## config.mk

```make
export PLATFORM = sky130hd
export DESIGN_NAME = music_play_ctrl
export DESIGN_NICKNAME = d
export VERILOG_FILES = /design/src/rtl/music_play_ctrl.sv
export SDC_FILE = /design/constraint.sdc
export NUM_CORES = 1
export LEC_CHECK = 0
export CORE_AREA = 4 4 68 117
export CTS_CLUSTER_DIAMETER = 80
export CTS_CLUSTER_SIZE = 14
export DETAILED_ROUTE_END_ITERATION = 8
export DIE_AREA = 0 0 72 121
export PLACE_DENSITY = 0.56
export SETUP_SLACK_MARGIN = 0.15
export SYNTH_ARGS = -nofsm -noshare
export SYNTH_HDL_FRONTEND = slang
export SYNTH_SLANG_ARGS = --single-unit
```

## constraint.sdc

```tcl
create_clock -name clk -period 4.7 [get_ports clk]
set_input_delay 0.94 -clock clk [delete_from_list [all_inputs] [get_ports clk]]
set_output_delay 0.94 -clock clk [all_outputs]
set_load 0.005 [all_outputs]
```

## src/rtl/music_play_ctrl.sv

```systemverilog
`default_nettype none
// +----------------------------------------------------------------------------+
// | Module  : music_play_ctrl                                                  |
// | Brief   : Tempo tick generator, song ROM walker and play/pause/stop/loop   |
// |           control with a registered note output. Optional live keypad      |
// |           override is enabled with the MUSIC_KEY_OVERRIDE_EN define.       |
// | Revision: 1.0 - initial release                                            |
// +----------------------------------------------------------------------------+
module music_play_ctrl #(
    parameter int STEP_DIV = 625000,
    parameter int SONG_LEN = 128,
    parameter int ADDR_W   = 9
) (
    input  logic              clk,
    input  logic              rst,
    input  logic              play,
    input  logic              pause,
    input  logic              stop,
    input  logic              loop,
    input  logic [1:0]        tempo_sel,
    input  logic              key_valid,
    input  logic [3:0]        key_note,
    output logic [ADDR_W-1:0] rom_addr,
    input  logic [3:0]        rom_note,
    output logic [3:0]        note,
    output logic              speak,
    output logic [1:0]        state,
    output logic              step_tick,
    output logic              song_done
);

    localparam int CNT_W = $clog2(STEP_DIV + 1);

    localparam logic [1:0] c_idle  = 2'd0;
    localparam logic [1:0] c_play  = 2'd1;
    localparam logic [1:0] c_pause = 2'd2;

    localparam logic [CNT_W-1:0]  c_div      = CNT_W'(STEP_DIV);
    localparam logic [CNT_W-1:0]  c_cnt_one  = CNT_W'(1);
    localparam logic [ADDR_W-1:0] c_song_len = ADDR_W'(SONG_LEN);
    localparam logic [ADDR_W-1:0] c_addr_one = ADDR_W'(1);

    logic [1:0]        r_state;
    logic [CNT_W-1:0]  r_cnt;
    logic [ADDR_W-1:0] r_addr;
    logic [3:0]        r_seq;
    logic [3:0]        r_note;
    logic              r_tick;
    logic              r_done;

    logic [CNT_W-1:0]  w_term;
    logic              w_step_end;
    logic              w_key_sel;
    logic [3:0]        w_note_nxt;

    // Greater-or-equal lets a tempo speedup mid-step end the step immediately.
    assign w_term     = (c_div >> tempo_sel) - c_cnt_one;
    assign w_step_end = (r_cnt >= w_term);

`ifdef MUSIC_KEY_OVERRIDE_EN
    assign w_key_sel = key_valid;
`else
    logic w_unused_key;
    assign w_unused_key = key_valid ^ (^key_note);
    assign w_key_sel    = 1'b0;
`endif

    // Pause mutes the output while r_seq keeps the note for resume.
    assign w_note_nxt = w_key_sel ? key_note :
                        ((r_state == c_play) ? r_seq : 4'd0);

    always_ff @(posedge clk) begin
        if (rst) begin
            r_state <= c_idle;
            r_cnt   <= '0;
            r_addr  <= '0;
            r_seq   <= 4'd0;
            r_note  <= 4'd0;
            r_tick  <= 1'b0;
            r_done  <= 1'b0;
        end else begin
            r_tick <= 1'b0;
            r_done <= 1'b0;
            r_note <= w_note_nxt;
            if (stop) begin
                r_state <= c_idle;
                r_cnt   <= '0;
                r_addr  <= '0;
                r_seq   <= 4'd0;
            end else begin
                case (r_state)
                    c_idle: begin
                        r_cnt <= '0;
                        if (play) begin
                            r_state <= c_play;
                            r_addr  <= '0;
                        end
                    end
                    c_pause: begin
                        if (play) begin
                            r_state <= c_play;
                        end
                    end
                    c_play: begin
                        if (pause) begin
                            r_state <= c_pause;
                        end else if (w_step_end) begin
                            r_tick <= 1'b1;
                            r_cnt  <= '0;
                            if (r_addr < c_song_len) begin
                                r_seq  <= rom_note;
                                r_addr <= r_addr + c_addr_one;
                            end else begin
                                // End of song: one silent step before rom[0] when looping.
                                r_done <= 1'b1;
                                r_seq  <= 4'd0;
                                r_addr <= '0;
                                if (!loop) begin
                                    r_state <= c_idle;
                                end
                            end
                        end else begin
                            r_cnt <= r_cnt + c_cnt_one;
                        end
                    end
                    default: begin
                        r_state <= c_idle;
                        r_cnt   <= '0;
                        r_addr  <= '0;
                        r_seq   <= 4'd0;
                    end
                endcase
            end
        end
    end

    assign rom_addr  = r_addr;
    assign note      = r_note;
    assign speak     = (r_note != 4'd0);
    assign state     = r_state;
    assign step_tick = r_tick;
    assign song_done = r_done;

endmodule
`default_nettype wire

```

# == Word-level counts from Yosys, hierarchy flattened ==
# Cells that the tools add are included.
# totals
ff_bits,41
wordCells,57
# classes
addsub,3
order_cmp,2
n_eq_ne,9
n_shift,1
n_mux,20
bitwise,4
reduce_logical,11
# ops
op,n
$mux W20,2
$pmux W20 S2,1
$mux W9,4
$pmux W9 S3,1
$add A20 B1 Y20 const B,1
$ge A20 B20 Y1,1
$shr A20 B2 Y20 const A,1
$sub A20 B1 Y20 const B,1
$mux W4,3
$mux W2,5
$add A9 B1 Y9 const B,1
$lt A9 B8 Y1 const B,1
$ne A3 B3 Y1 const B,3
$pmux W4 S2,1
$reduce_and A4 Y1,2
$ne A2 B2 Y1 const B,3
$reduce_or A2 Y1,3
$reduce_or A5 Y1,1
$not A1 Y1,4
$pmux W2 S2,1
$reduce_bool A4 Y1,1
$reduce_or A4 Y1,1
$reduce_and A3 Y1,1
$eq A2 B1 Y1 const B,1
other kinds (5),6

# == Logic depth before layout (Yosys ltp) ==
# logic_depth
word_depth,6
ltp_mapped,11
ltp_nobuf,10

# == Least setup slack after synthesis ==
# Ideal clock, no wire load.
# synth_timing
path_type,input to register
start,input port tempo_sel[0]
end,register r_addr[5] (netlist: rom_addr[5])
setup_ns,0.117
t_arrival_ns,3.221
t_required_ns,4.583
path_slack_ns,1.362
cell_stages,9
path_cell_list,inv_1 ha_1 ha_1 nand4_1 or4_4 a2111oi_4 o31a_2 o21ai_0 a32o_1
# synth_between
elab_chain_cells,5
# synth_rtl
element,line_no,rtl
from (decl),20,"input logic [1:0] tempo_sel,"
$shr A20 B2 Y20,57,assign w_term = (c_div >> tempo_sel) - c_cnt_one;
$sub A20 B1 Y20,57,
$ge A20 B20 Y1,58,assign w_step_end = (r_cnt >= w_term);
$ne A2 B2 Y1 (no source line),--,
$reduce_and A4 Y1 (no source line),--,
to (signal assigned),112,r_addr <= r_addr + c_addr_one;
to (decl),45,logic [ADDR_W-1:0] r_addr;
# No other way between the ends.
# A chain may end at the register's enable or synchronous reset.

# == Final worst setup path ==
# Ends and elaborated chain as after synthesis.

==> results.py <==
metrics = {
    "route": {
        "via_count": 2067,
        "wire_per_inst_um": 15.1,
        "wl_met2_um": 3310,
        "drcViolationCount": 0,
        "dr_wl_met3_um": 148,
        "met1_length_um": 2270,
        "top_layer": "met4",
        "first_iter_violations": 80,
        "first_pass_iters": 4,
        "ant_nets": 0,
        "viasPerCell": 5.29,
        "drt-total-wl_um": 5900,
    },
    "placed_design": {
        "dp_hpwl_um": 4660,
        "gp_congestion": 0.797,
        "port_buffers": 29,
        "dp.cells": 383,
    },
    "final_layout": {
        "nets": 349,
        "drive_above_1_share": 0.0656,
        "fill_cells": 717,
        "multiInputGateArea_um2": 1520,
        "final_cells": 391,
        "final-seq-area_um2": 821,
        "antenna_cells": 0,
        "synthToLayoutAreaGrowth_pct": 21.7,
    },
    "synthesis": {
        "syn_area_um2": 2420,
        "seq_area_frac_synth": 0.339,
        "synth_top_area_cell": "dfxtp_1",
        "synth_top_area_frac": 0.339,
        "synth_cell_type_count": 45,
        "syn_inst": 271,
        "synth_area_leaders": "dfxtp_1, ha_1, xor2_1, nor2_1, a21oi_1",
        "syn_nets": 316,
        "yosysWarnings": 0,
        "synth-async-reset-ratio": 0,
        "syn_area_per_cell_um2": 8.92,
        "ys_ff_latch": 41,
        "ys.flop_type": "dfxtp_1",
        "synth-edff-count": 0,
    },
    "clock_tree": {
        "path_clk_slew_ns": 0.06,
        "cts.sinks": 41,
        "cts_resized": 0,
        "cts_inserted_buffers": 5,
        "postCtsSetupRepairBufs": 0,
        "h-tree-depth": 2,
        "cts_hold_buf": 0,
        "clock-root-buffer": "clkbuf_16",
        "cts_tree": "yes",
        "clock_latency_ns": 0.28,
        "clock_tree.buffer_depth": 2,
    },
    "sta": {
        "finalSetupViolCount": 0,
        "slew_headroom": 0.382,
        "setup_tns_ns": 0,
        "hold_viol": 0,
        "min_period_ns": 3.91,
        "finalCritPeriodShare": 0.832,
        "worst_pin_slew_ns": 0.920,
        "fin_worst_skew_ns": 0.00481,
        "rsz0062_at_grt": "no",
        "fmax_ghz": 0.256,
        "drv_slew": 0,
    },
    "floorplan": {
        "die_h_um": 121,
        "dieArea_um2": 8710,
        "rows": 41,
        "die_width_um": 72,
        "design.core.area_um2": 7080,
        "boundaryPins": 35,
        "initial_core_util": 0.342,
    },
    "pwr": {
        "powerDensity_nw_per_um2": 252,
        "p_leak_uw": 0.00111,
        "ir_drop_mv": 0.189,
    },
    "global_routing": {
        "grt.total_usage": 0.149,
        "gr-total-overflow": 0,
        "grt_pass1_vias": 2164,
        "grt_pass1_wl_um": 10100,
        "grt_max_degree": 18,
        "antenna_found_initial": 0,
    },
    "worst_setup_path": {
        "worstSetupStartpointType": "input port",
        "cp.required_ns": 4.88,
        "worstPathArrival_ns": 4.09,
        "reg2reg_depth": 8,
        "crit_fanout": 8,
        "path_class": "input port to register",
        "rrSetupSlack_ns": 1.98,
        "cp-end-kind": "register",
    },
    "hold_path": {
        "hold_class": "register to register",
        "hold_depth": 1,
    },
    "run_status": {
        "status": "finished, final reports clean",
    },
    "run": {
        "maxCapViolations": 0,
    },
}
==> area by class of cell <==
class	count	area share
clock inverters	2	0.00340
well taps	86	0.0365
flip-flops and latches	41	0.279
multi-input cells	212	0.517
inverters	13	0.0166
clock buffers	6	0.0438
repair buffers	31	0.104
==> metal layers <==
metal	GRT usage	vias to the layer above
met1	0.144	972
met4	0.0706	0
met5	0	-
li1	-	1046
met3	0.0299	12
met2	0.290	37
==> path summary, 6_finish.rpt <==
check          startpoint           to
max          tempo_sel[0]  rom_addr[5]
min              r_seq[1]      note[1]
max reg2reg      r_cnt[0]  rom_addr[5]
min reg2reg      r_seq[1]      note[1]
==> stage by stage <==
step	hold WS (ns)	cell area, um2	total power, uW	setup WS [ns]	util
after global routing	0.465	2940	779	0.597	0.416
after detailed placement	0.436	2810	418	0.466	0.396
final	0.445	2940	741	0.790	0.416
after CTS	0.450	2940	755	0.768	0.416
after global placement	0.435	2810	416	0.471	0.396
after floorplan	0.423	2420	393	1.36	-
==> cell usage after synthesis, drive strengths merged, types with 2 or more instances <==
cell and instances:
a32o 5, and4 3, a21o 2, o21a 3
nor3b 3, ha 28, xnor2 5, nand2b 4
nor2b 6, o21ai 12, nand4b 5, nor2 24
nand4 8, and2 8, o22ai 3, nor4 2
nand3 14, a2111oi 2, inv 13, a211oi 2
clkbuf 4, and3 4, dfxtp 41, a21oi 19
nand2 18, or4 2, nor3 8, xor2 12
==> cells in the final DEF (no fill, tap or decap), types with 10 or more instances in the layout <==
| master | count |
|---|---|
| a21oi_1 | 17 |
| clkdlybuf4s50_1 | 29 |
| dfxtp_1 | 41 |
| ha_1 | 28 |
| inv_1 | 13 |
| nand2_1 | 18 |
| nand3_1 | 14 |
| nor2_1 | 24 |
| o21ai_0 | 10 |
| xor2_1 | 12 |
==> report_power, final <==
group	switching (uW)	internal, uW	total [uW]
Clock	136	195	331
Sequential	1.44	348	350
Combinational	35.5	24.2	59.7
Total	173	567	741
==> state kept, by name (all words and copies together), names as in the netlist <==
signal     cells
song_done      1
rom_addr       9
state          2
step_tick      1
note           4
r_seq          4
r_cnt         20
==> cells by family after synthesis <==
family / synth area share
AO/OA/AOI/OAI: 0.170
AND/OR/NAND/NOR: 0.253
XOR/XNOR: 0.0616
buffers and inverters: 0.0310
flip-flops: 0.339
adder cells (fa/ha/maj): 0.145
==> critical path: stages <==
cell and delay (ns):
clkdlybuf4s50_1 0.56, inv_1 0.11, ha_1 0.37, ha_1 0.29, nand4_1 0.15, or4_4 0.61, a2111oi_4 0.37, o31a_2 0.30
o21ai_0 0.10, a32o_1 0.28
Note: power is estimated with default switching activity, not from simulation.
